## config.mk

```make
export PLATFORM = sky130hd
export DESIGN_NAME = spi_wait_arbiter
export DESIGN_NICKNAME = d
export VERILOG_FILES = /design/src/rtl/spi_wait_arbiter_pkg.sv /design/src/rtl/spi_wait_arbiter_rr_pick.sv /design/src/rtl/spi_wait_arbiter.sv
export SDC_FILE = /design/constraint.sdc
export NUM_CORES = 1
export LEC_CHECK = 0
export BUFFER_PORTS_ARGS = -buffer_cell sky130_fd_sc_hd__buf_2
export CORE_MARGIN = 3
export CORE_UTILIZATION = 35
export CTS_CLUSTER_SIZE = 12
export DETAILED_ROUTE_END_ITERATION = 10
export PLACE_DENSITY = 0.66
export SLEW_MARGIN = 20
export SYNTH_ARGS = -nofsm -noshare
export SYNTH_HDL_FRONTEND = slang
export SYNTH_SLANG_ARGS = --single-unit
```

## constraint.sdc

```tcl
create_clock -name fclk -period 6.2 [get_ports fclk]
set_clock_uncertainty 0.1 [all_clocks]
set_input_delay 0.31 -clock fclk [delete_from_list [all_inputs] [get_ports fclk]]
set_output_delay 0.31 -clock fclk [all_outputs]
set_load 0.1 [all_outputs]
```

## src/rtl/spi_wait_arbiter_pkg.sv

```systemverilog
// Shared constants for the SPI wait-channel arbiter: state encoding, ID width,
// default timeout and the read-data fill value.
package spi_wait_arbiter_pkg;

    localparam int unsigned NREQ_MAX = 8;
    localparam int unsigned ID_W     = $clog2(NREQ_MAX);
    localparam int unsigned DATA_W   = 8;
    localparam int unsigned CNT_W    = 24;

    localparam logic [CNT_W-1:0]  TMO_CYCLES_DFLT = 24'd3_500_000;
    localparam logic [DATA_W-1:0] RDATA_FILL      = 8'hFF;

    localparam logic [1:0] ST_IDLE = 2'b00;
    localparam logic [1:0] ST_PEND = 2'b01;
    localparam logic [1:0] ST_DONE = 2'b10;

endpackage

```

## src/rtl/spi_wait_arbiter_rr_pick.sv

```systemverilog
// Combinational round-robin picker: the set request at the smallest
// distance (mod NREQ) from the pointer wins.
module spi_wait_arbiter_rr_pick
    import spi_wait_arbiter_pkg::*;
#(
    parameter int unsigned NREQ = 4
) (
    input  logic [NREQ-1:0] i_req,
    input  logic [ID_W-1:0] i_ptr,
    output logic            o_valid_c,
    output logic [ID_W-1:0] o_idx_c
);

    always_comb begin : p_pick
        int unsigned best_off;
        int unsigned off;
        int unsigned ptr;
        o_idx_c  = '0;
        best_off = NREQ;
        off      = 0;
        ptr      = 32'(i_ptr);
        for (int unsigned c = 0; c < NREQ; c++) begin
            if (i_req[c]) begin
                off = (c >= ptr) ? (c - ptr) : (c + NREQ - ptr);
                if (off < best_off) begin
                    best_off = off;
                    o_idx_c  = ID_W'(c);
                end
            end
        end
    end

    assign o_valid_c = |i_req;

endmodule

```

## src/rtl/spi_wait_arbiter.sv

```systemverilog
// Round-robin arbiter sharing the AVR-serviced SPI wait channel among NREQ requesters.
// Optional PEND timeout is compiled in with `define WAITARB_TIMEOUT_EN.
module spi_wait_arbiter
    import spi_wait_arbiter_pkg::*;
#(
    parameter int unsigned      NREQ       = 4,
    parameter logic [CNT_W-1:0] TMO_CYCLES = TMO_CYCLES_DFLT
) (
    input  logic                   fclk,
    input  logic                   rst_n,
    input  logic [NREQ-1:0]        req,
    input  logic [NREQ-1:0]        req_rnw,
    input  logic [DATA_W*NREQ-1:0] req_addr,
    input  logic [DATA_W*NREQ-1:0] req_wdata,
    output logic [NREQ-1:0]        ack,
    output logic [DATA_W-1:0]      rdata,
    output logic [DATA_W-1:0]      wait_addr,
    output logic [DATA_W-1:0]      wait_write,
    output logic                   wait_rnw,
    input  logic [DATA_W-1:0]      wait_read,
    input  logic                   wait_end,
    output logic                   pend,
    output logic [ID_W-1:0]        pend_id,
    output logic                   tmo
);

    logic [1:0]        r_state;
    logic [1:0]        w_state_nxt;
    logic [ID_W-1:0]   r_ptr;
    logic [NREQ-1:0]   r_ack;
    logic              r_pend;
    logic [ID_W-1:0]   r_pend_id;
    logic              r_tmo;
    logic [DATA_W-1:0] r_rdata;
    logic [DATA_W-1:0] r_wait_addr;
    logic [DATA_W-1:0] r_wait_write;
    logic              r_wait_rnw;

    logic              w_valid_c;
    logic [ID_W-1:0]   w_win_c;
    logic [DATA_W-1:0] w_win_addr_c;
    logic [DATA_W-1:0] w_win_wdata_c;
    logic              w_win_rnw_c;
    logic [NREQ-1:0]   w_ack_c;
    logic [ID_W-1:0]   w_ptr_nxt_c;
    logic              w_tmo_hit_c;

    spi_wait_arbiter_rr_pick #(
        .NREQ (NREQ)
    ) u_rr_pick (
        .i_req     (req),
        .i_ptr     (r_ptr),
        .o_valid_c (w_valid_c),
        .o_idx_c   (w_win_c)
    );

    // Winner payload mux and one-hot ack for the granted requester
    always_comb begin
        w_win_addr_c  = '0;
        w_win_wdata_c = '0;
        w_win_rnw_c   = 1'b0;
        w_ack_c       = '0;
        for (int unsigned k = 0; k < NREQ; k++) begin
            if (ID_W'(k) == w_win_c) begin
                w_win_addr_c  = req_addr[DATA_W*k +: DATA_W];
                w_win_wdata_c = req_wdata[DATA_W*k +: DATA_W];
                w_win_rnw_c   = req_rnw[k];
            end
            w_ack_c[k] = (ID_W'(k) == r_pend_id);
        end
    end

    assign w_ptr_nxt_c = (r_pend_id == ID_W'(NREQ - 1)) ? '0 : r_pend_id + ID_W'(1);

`ifdef WAITARB_TIMEOUT_EN
    logic [CNT_W-1:0] r_cnt;

    // Counts PEND cycles; held at zero in IDLE so it starts fresh on PEND entry
    always_ff @(posedge fclk or negedge rst_n) begin
        if (!rst_n) begin
            r_cnt <= '0;
        end else if (r_state == ST_PEND) begin
            r_cnt <= r_cnt + CNT_W'(1);
        end else begin
            r_cnt <= '0;
        end
    end

    assign w_tmo_hit_c = (r_state == ST_PEND) && (r_cnt == TMO_CYCLES - CNT_W'(1));
`else
    logic w_unused_tmo;
    assign w_unused_tmo = ^TMO_CYCLES;
    assign w_tmo_hit_c  = 1'b0;
`endif

    always_ff @(posedge fclk or negedge rst_n) begin
        if (!rst_n) begin
            r_state <= ST_IDLE;
        end else begin
            r_state <= w_state_nxt;
        end
    end

    always_comb begin
        w_state_nxt = r_state;
        case (r_state)
            ST_IDLE: if (w_valid_c) w_state_nxt = ST_PEND;
            ST_PEND: if (wait_end || w_tmo_hit_c) w_state_nxt = ST_DONE;
            ST_DONE: w_state_nxt = ST_IDLE;
            default: w_state_nxt = ST_IDLE;
        endcase
    end

    // Registered outputs; wait_* and pend_id only change on a new grant
    always_ff @(posedge fclk or negedge rst_n) begin
        if (!rst_n) begin
            r_ptr        <= '0;
            r_ack        <= '0;
            r_pend       <= 1'b0;
            r_pend_id    <= '0;
            r_tmo        <= 1'b0;
            r_rdata      <= RDATA_FILL;
            r_wait_addr  <= '0;
            r_wait_write <= '0;
            r_wait_rnw   <= 1'b0;
        end else begin
            r_ack <= '0;
            case (r_state)
                ST_IDLE: begin
                    if (w_valid_c) begin
                        r_pend       <= 1'b1;
                        r_pend_id    <= w_win_c;
                        r_wait_addr  <= w_win_addr_c;
                        r_wait_write <= w_win_wdata_c;
                        r_wait_rnw   <= w_win_rnw_c;
                    end
                end
                ST_PEND: begin
                    if (wait_end) begin
                        if (r_wait_rnw) r_rdata <= wait_read;
                        r_tmo  <= 1'b0;
                        r_pend <= 1'b0;
                        r_ack  <= w_ack_c;
                    end else if (w_tmo_hit_c) begin
                        if (r_wait_rnw) r_rdata <= RDATA_FILL;
                        r_tmo  <= 1'b1;
                        r_pend <= 1'b0;
                        r_ack  <= w_ack_c;
                    end
                end
                ST_DONE: r_ptr <= w_ptr_nxt_c;
                default: ;
            endcase
        end
    end

    assign ack        = r_ack;
    assign rdata      = r_rdata;
    assign wait_addr  = r_wait_addr;
    assign wait_write = r_wait_write;
    assign wait_rnw   = r_wait_rnw;
    assign pend       = r_pend;
    assign pend_id    = r_pend_id;
    assign tmo        = r_tmo;

endmodule

```

==> results.md, run 1 <==
* Status: finished clean
* Mapped Cells at 239
* Max Cap Viol at 0
* Cell Area, Synth at 2500 sq um
* Area delta synth->final at 28.9%
* DRC Markers at 0
* Synth unique cells at 39
* Post-synthesis xor/xnor area fraction at 0
* Critical Path, Cell by Cell: inv_1 -> ha_1 -> nand2_1 -> ha_1 -> nand2_1 -> o21ai_2 -> buf_4 -> mux2_2 -> ha_1 -> o311ai_4 -> nand2_1 -> nand2_1 -> o21ai_0 -> ha_1 -> or4b_1 -> o211ai_2 -> o21a_4 -> o211ai_1
* CP startpoint kind: flip-flop
* Total CTS buffers at 5
* Post-DP HPWL at 5.14 mm
* Initial Util at 0.364
* Setup Viol. Count Final at 0
* Clk_lat worst skew at 280 ps
* Post-synthesis mux area share at 0.122
* Final WL at 6.91 mm
* Core area at 6870 sq um
* Mapped Avg Cell Area at 10.5 sq um
* Worst Path Class, Setup: reg2reg
* GRT overflow at 0
* Slew at the pin with the worst max-slew slack at 968 ps
* Layout filler cell count at 665
* Syn. warnings at 0
* CP max FO at 22
* Largest net degree at the start of global routing at 37
* Adder-cell share of the synthesized area at 0.0600
* Die Width at 90.5 um
* Nets at 443
* Clock buffer depth at 2
* Num ports at 117
* Most common cell in the netlist: nand2_1
* Synth top area cells: dfrtp_1 (28%), mux2_2 (12%), dfstp_2 (8.4%)
* Setup tns final at 0 ps
* Crit path launch: r_ptr[0]
* Num Clock Sinks at 36
* RSZ-0062 raised after global routing: false
* Antenna Violating Nets Remaining at 0
* CP required at 6250 ps
* DRT Pass-1 Iters at 4
* Cell taking the most area after synthesis: dfrtp_1
* Largest family of logic cells by synthesized area: compound AO/OA/AOI/OAI gates
* Compound-Gate Fraction of Synth Area at 0.258
* Number of flops mapped to enable cells by yosys at 0
* Max Fclk at 181 MHz
* CP arrival at 5580 ps
* Register area share after synthesis at 0.364
* Synth Area in Simple Gates at 0.139
* DR vias/cell at 5.14
* Hold WC Path Type: in2async
* H-tree levels at 2
* Footprint of the multi-input gates at 1480 sq um
* Vias in the first global route at 2,310
* Initial antenna violation count at 0
* Die area at 8200 sq um
* Per-cell routed wire length at 15.5 um
* PortBufs at 114
* Commonest cells post-synth: nand2_1 (29), dfrtp_1 (28), mux2_2 (27)
* RePlAce Congestion at 0.810
* CTS tree: built
* Post-synthesis register bit count at 36
* Worst reg2reg startpoint: r_ptr[0]
* Post-CTS setup buffers at 0
* FFs w/ async S/R, synth at 1.00
* Slew margin rel. at 0.353
* Overall Global Routing Usage at 0.167
* Root Buffer: clkbuf_8
* Max Slew Vio Count at 0
* Crit-path slowest cell: o311ai_4
* Max stage delay on crit path at 740 ps
* Die height at 90.5 um
* DR iter-0 viols at 112
* Via count at 2,286
* R2R setup slack at 670 ps
* Cts-stage hold buffer count at 0
* Top_reg_cell synth: dfrtp_1
* Final period util at 0.892
* CTS resizes at 0
* First-pass GRT wire length at 11.2 mm
* Final Hold Viols at 0
* Yosys top cell area share at 0.280
* N_diodes at 0
* Register cell area after layout at 911 sq um
* Proportion of layout cells with a drive suffix above 1 at 0.504
* Clock transition at the registers of the reported paths at 70 ps
* Critical path capture point type: flip-flop
* Row count at 30
* Min Clock Period, post-route at 5530 ps
[worst paths after layout]
| kind | endpoint | depth (start not counted) |
|---|---|---|
| worst max-delay path | wait_write[6] | 18 |
| worst min-delay path | r_state[0] | 1 |
| worst max register to register | wait_write[6] | 18 |
| worst min register to register | wait_write[2] | 2 |
| max in group asynchronous | wait_addr[0] | 1 |
| min in group fclk | r_state[0] | 2 |
[sequential cells by signal, indices dropped and copies added, names as in the netlist]
signal and cells:
ack 4, pend 1, pend_id 2, r_ptr 2, r_state 2, rdata 8, wait_addr 8, wait_rnw 1
wait_write 8
[per-layer routing]
layer,global-route usage,part of all wire,up-vias,routed length (um)
met5,0,0,-,0
met4,0.0485,0.016,0,110
met3,0.0417,0.076,11,528
met2,0.280,0.47,108,3220
met1,0.212,0.44,1052,3040
li1,-,-,1115,-
[per-stage QoR]
stage	setup WS, ps	std cells	utilization	area, sq um	hold slack (ps)
2_1_floorplan	1680	245	-	2520	-85.6
3_3_place_gp	926	437	0.454	3120	348
3_5_place_dp	658	437	0.454	3120	347
4_1_cts	638	445	0.469	3220	35.3
5_1_grt	309	445	0.469	3220	65.3
6_report	669	445	0.469	3220	4.14
[final cells by class]
class / count / area share
Multi-Input combinational cell: 182 / 0.458
Timing Repair Buffer: 115 / 0.179
Clock inverter: 2 / 0.0109
Inverter: 8 / 0.00931
Tap cell: 96 / 0.0373
Sequential cell: 36 / 0.282
Clock buffer: 6 / 0.0225
[cell families after synthesis]
logic type	Yosys count
compound gates	71
fa+ha+maj	12
buf+inv	27
flops	36
mux	27
other cells	2
simple gates	64
[worst max-delay path: cells and delay by family (launching register included)]
kind	cells	cell delay (ps)
buffers and inverters	2	370
adder cells (fa/ha/maj)	4	1070
AO/OA/AOI/OAI	6	1870
multiplexers	1	390
AND/OR/NAND/NOR	5	1190
flip-flops	1	400
[placed cells by master (no fill, tap or decap), types with 5 or more instances in the layout]
cell type,n
ha_1,12
mux2_2,27
conb_1,8
inv_1,8
buf_2,114
dfstp_2,8
o211ai_2,11
dfrtp_1,28
nand3b_1,13
o211ai_1,20
and2_1,5
nand2_1,29
clkbuf_8,5
o2111ai_1,17
Power of run 1 is not shown: default switching activity piles up to over one toggle a cycle in this logic, so the estimate is an artifact.
==> inputs of run 2 (changes only) <==
ABC_AREA = 1   (was not set)
==> run 2 against run 1 <==
The run now ends with negative hold slack left; register-to-register slack better by 520 ps; global-route usage is 0.23 points higher; via count is 5.6% higher; final cell count increased by 20%; die area fell by 2.2%; non-clock buffer count stayed put; critical endpoint is now wait_addr[2].
==> results.md, run 2 <==
* Die height at 89.5 um
* Failing checks: negative hold slack
* WL met3 at 412 um
* Row count at 29
* Initial Util at 0.372
* Post-CTS setup buffers at 0
* Final period util at 0.809
* CP arrival at 5090 ps
* Setup tns final at 0 ps
* N_diodes at 0
* Core area at 6570 sq um
* Setup Viol. Count Final at 0
* Final Hold Viols at 3
* Max stage delay on crit path at 560 ps
* Cell taking the most area after synthesis: dfrtp_1
* Clock buffer depth at 2
* Most common cell in the netlist: nand2_1
* Worst reg2reg startpoint: r_ptr[0]
* Cts-stage hold buffer count at 0
* Status: complete, but fails checks
* R2R setup slack at 1190 ps
* Top_reg_cell synth: dfrtp_1
* R2r endpoint: wait_addr[2]
* DRC Markers at 0
* Commonest cells post-synth: nand2_1 (86), inv_1 (46), nor2_1 (38)
* DRT Pass-1 Iters at 4
* Slew margin rel. at 0.357
* Final WL at 6.72 mm
* Post-DP HPWL at 5.27 mm
* Met2 wire length at 3.32 mm
* Area delta synth->final at 28.9%
* CTS resizes at 0
* Commonest non-fill, non-tap cells in the layout: buf_2 (114), nand2_1 (86), inv_1 (46)
* Slew at the pin with the worst max-slew slack at 962 ps
* Mapped Cells at 329
* Die area at 8010 sq um
* CP max FO at 54
* Most Frequent Cell on Critical Path: nand2_1
* Overall Global Routing Usage at 0.169
* RePlAce Congestion at 0.875
* DR iter-0 viols at 147
* Top sig layer: met4
* Root Buffer: clkbuf_8
* DR vias/cell at 4.54
* GRT overflow at 0
* Min Clock Period, post-route at 5010 ps
* Num ports at 117
* Clock transition at the registers of the reported paths at 80 ps
* CP startpoint kind: flip-flop
* First-pass GRT wire length at 10.4 mm
* CP required at 6280 ps
* Synth top area cells: dfrtp_1 (29%), nand2_1 (13%), dfstp_2 (8.6%)
* Largest net degree at the start of global routing at 55
* Layout filler cell count at 698
* Nets at 533
* CTS tree: built
* Cell Area, Synth at 2440 sq um
* Critical path capture point type: flip-flop
* Max Fclk at 199 MHz
* Met1 Routed Length at 2.94 mm
* FFs w/ async S/R, synth at 1.00
* Per-cell routed wire length at 12.6 um
* Post-synthesis register bit count at 36
* Num Clock Sinks at 36
* PortBufs at 114
* Initial antenna violation count at 0
* Yosys top cell area share at 0.287
* Antenna Violating Nets Remaining at 0
* Clk_lat worst skew at 280 ps
* Worst r2r path cells at 27
* RSZ-0062 raised after global routing: false
* Total CTS buffers at 5
* Hold WC Path Type: in2async
* Mapped Avg Cell Area at 7.42 sq um
* Worst Path Class, Setup: reg2reg
* Max Cap Viol at 0
* Most common cell after layout, fill and taps aside: buf_2
* Final hold slack at -3.08 ps
* Register area share after synthesis at 0.373
* Synth unique cells at 28
* Vias in the first global route at 2,202
* H-tree levels at 2
* Via count at 2,415
* Crit-path slowest cell: o21ai_0
* Max Slew Vio Count at 0
* Number of flops mapped to enable cells by yosys at 0
* Die Width at 89.5 um
* Syn. warnings at 0
* Proportion of layout cells with a drive suffix above 1 at 0.330
[run 2: final cells by class]
class	count	area, sq um	share of cell area
Multi-Input combinational cell	232	1260	0.401
Clock buffer	8	100	0.0318
Tap cell	93	116	0.0370
Inverter	48	180	0.0573
Sequential cell	36	911	0.290
Timing Repair Buffer	115	578	0.184
[run 2: cell families after synthesis]
kind of cell / count (synthesis) / synth area share
compound gates: 40 / 0.107
flops: 36 / 0.373
buf+inv: 67 / 0.120
other cells: 2 / 0.00308
mux: 8 / 0.0369
simple gates: 164 / 0.299
fa+ha+maj: 12 / 0.0615
[run 2: worst max-delay path, delay by kind of cell, from the launching register on]
family | cells | cell delay [ps]
flops | 1 | 370
buf+inv | 1 | 80
compound gates | 3 | 760
fa+ha+maj | 4 | 1170
simple gates | 19 | 2360
[run 2: routing by layer]
layer / GRT usage / up-vias
met4: 0.0379 / 0
met2: 0.283 / 90
met3: 0.0295 / 2
met1: 0.228 / 1063
met5: 0 / -
li1: - / 1260
[run 2: worst max-delay path by stage]
stage                  start            end  slack (ps)  cells after the start
floorplan           r_ptr[1]  wait_write[2]        2260                     30
global placement    r_ptr[0]   wait_addr[5]        1490                     27
detailed placement  r_ptr[1]  wait_write[2]        1230                     27
CTS                 r_ptr[0]   wait_addr[2]        1220                     27
global route        r_ptr[0]  wait_write[4]         620                     27
finish              r_ptr[0]   wait_addr[2]        1190                     27
[run 2: stage by stage]
stage                     std cells  area, sq um   util  hold WS [ps]  setup WS (ps)
final                           532         3150  0.479         -3.08           1190
after global routing            532         3150  0.479          76.0            616
after floorplan                 335         2460      -         -85.6           2260
after detailed placement        524         3050  0.464           348           1230
after CTS                       532         3150  0.479          36.8           1220
after global placement          524         3050  0.464           348           1490
Power of run 2 is left out for the same reason.
==> inputs of run 3 (changes only) <==
clock period = 4.9 ns   (was 6.2 ns; I/O delays follow)
==> run 3 against run 2 <==
The run now ends clean; register-to-register slack worse by 580 ps; worst hold slack improved by 53 ps; critical endpoint is now wait_addr[5]; flip-flop and latch count unchanged; first-iteration DRC count shrank 14%; clock-buffer cell count is 2 lower; cell area is 0.80% higher; utilization up 0.38 points; maximum frequency up 17%; die area stayed put.
==> results.md, run 3 (same netlist as run 2, synthesis figures left out) <==
* Antenna Violating Nets Remaining at 0
* CTS tree: built
* Clock transition at the registers of the reported paths at 70 ps
* Setup tns final at 0 ps
* Min Clock Period, post-route at 4290 ps
* Area delta synth->final at 29.9%
* Final period util at 0.876
* Final hold slack at 50.1 ps
* First-pass GRT wire length at 10.6 mm
* Max Fclk at 233 MHz
* Setup Viol. Count Final at 0
* Initial Util at 0.372
* Nets at 535
* Total power at 2.55 mW
* Num Clock Sinks at 36
* Place WS at 662 ps
* Per-cell routed wire length at 12.6 um
* Final WL at 6.71 mm
* Footprint of the multi-input gates at 1260 sq um
* Clock buffer depth at 2
* R2R setup slack at 610 ps
* CP arrival at 4360 ps
* Worst Path Class, Setup: reg2reg
* Worst r2r path cells at 27
* Die area at 8010 sq um
* Via count at 2,425
* PortBufs at 114
* Total CTS buffers at 5
* Max Cap Viol at 0
* DP Area at 3050 sq um
* CP startpoint kind: flip-flop
* Largest net degree at the start of global routing at 55
* Hold_sp: wait_end
* Register cell area after layout at 911 sq um
* Fin area at 3170 sq um
* Proportion of layout cells with a drive suffix above 1 at 0.331
* Initial antenna violation count at 0
* CP required at 4970 ps
* Root Buffer: clkbuf_8
* Hold Crit Depth at 2
* DR iter-0 viols at 127
* Slew margin rel. at 0.447
* Most common cell after layout, fill and taps aside: buf_2
* Status: finished clean
* Commonest non-fill, non-tap cells in the layout: buf_2 (114), nand2_1 (86), inv_1 (46)
* Max Slew Vio Count at 0
* Critical path capture point type: flip-flop
* Vias in the first global route at 2,189
* DR vias/cell at 4.54
* LEAKAGE at 1.83 nW
* RePlAce Congestion at 0.897
* Die Width at 89.5 um
* Max IR drop VDD at 0.184 mV
* Hold EP: r_state[0]
* Slew at the pin with the worst max-slew slack at 829 ps
* Worst reg2reg startpoint: r_ptr[1]
* RSZ-0062 raised after global routing: false
* Pwr Density at 805 nW/um^2
* Layout filler cell count at 700
* Final worst slack at 609 ps
* Row count at 29
* Overall Global Routing Usage at 0.169
* DRT Pass-1 Iters at 4
* H-tree levels at 2
* Core area at 6570 sq um
* Final Hold Viols at 0
* R2r endpoint: wait_addr[5]
* N_diodes at 0
* DRC Markers at 0
* Num ports at 117
* Hold WC Path Type: in2reg
* Clk_lat worst skew at 280 ps
* Die height at 89.5 um
* CTS resizes at 0
* CP max FO at 54
* GRT overflow at 0
* Post-DP HPWL at 5.28 mm
## run 3: per-layer routing
metal / vias up / track usage / part of all wire
met2: 76 / 0.271 / 0.48
li1: 1264 / - / -
met3: 2 / 0.0212 / 0.052
met5: - / 0 / 0
met1: 1083 / 0.245 / 0.47
met4: 0 / 0.0325 / 0.0066
## run 3: final cells by class
class | count | share of cell area
inverters | 48 | 0.0568
repair buffers | 117 | 0.188
clock inverters | 2 | 0.0110
well taps | 93 | 0.0367
clock buffers | 6 | 0.0229
flip-flops and latches | 36 | 0.287
multi-input cells | 232 | 0.397
## run 3: critical path, stage by stage (launching register included)
cell and delay [ps]:
dfrtp_1 380, inv_1 90, ha_1 300, nand2_1 80
ha_1 280, nand2_1 70, nand2_1 50, nand2_1 80
nand2_1 90, o21ai_0 230, ha_1 270, nand2_1 70
nand2_1 60, nand2_2 90, nand3_4 310, nand2_1 150
o21ai_0 100, ha_1 290, o21a_1 110, nand2_1 50
nand2_1 90, nand2_4 90, nand2_8 250, nand2_4 170
nor2_1 120, nor2_1 60, nand2_1 80, nand2_1 50
## run 3: worst max-delay path by stage
| stage | from | to | cells after the start |
|---|---|---|---|
| after floorplan | r_ptr[1] | wait_write[2] | 30 |
| after global placement | r_ptr[0] | wait_addr[5] | 27 |
| after detailed placement | r_ptr[1] | wait_addr[0] | 27 |
| after CTS | r_ptr[1] | wait_addr[0] | 27 |
| after global routing | r_ptr[1] | wait_write[2] | 27 |
| final | r_ptr[1] | wait_addr[5] | 27 |
## run 3: power by group
group | internal, mW | switching, mW | leakage [nW]
Clock | 0.151 | 0.105 | 0.0552
Combinational | 0.353 | 1.41 | 1.34
Sequential | 0.458 | 0.0722 | 0.428
## run 3: stage by stage
| stage | util | std cells |
|---|---|---|
| final | 0.483 | 534 |
| after floorplan | - | 335 |
| after global placement | 0.465 | 525 |
| after CTS | 0.483 | 534 |
| after global routing | 0.483 | 534 |
| after detailed placement | 0.465 | 525 |
## run 3: what timing repair did
item,in CTS,in global routing
hold buffers,1,0
setup buffers,0,0
hold endpoints to repair,22,0
Power figures use the tool's default switching activity.
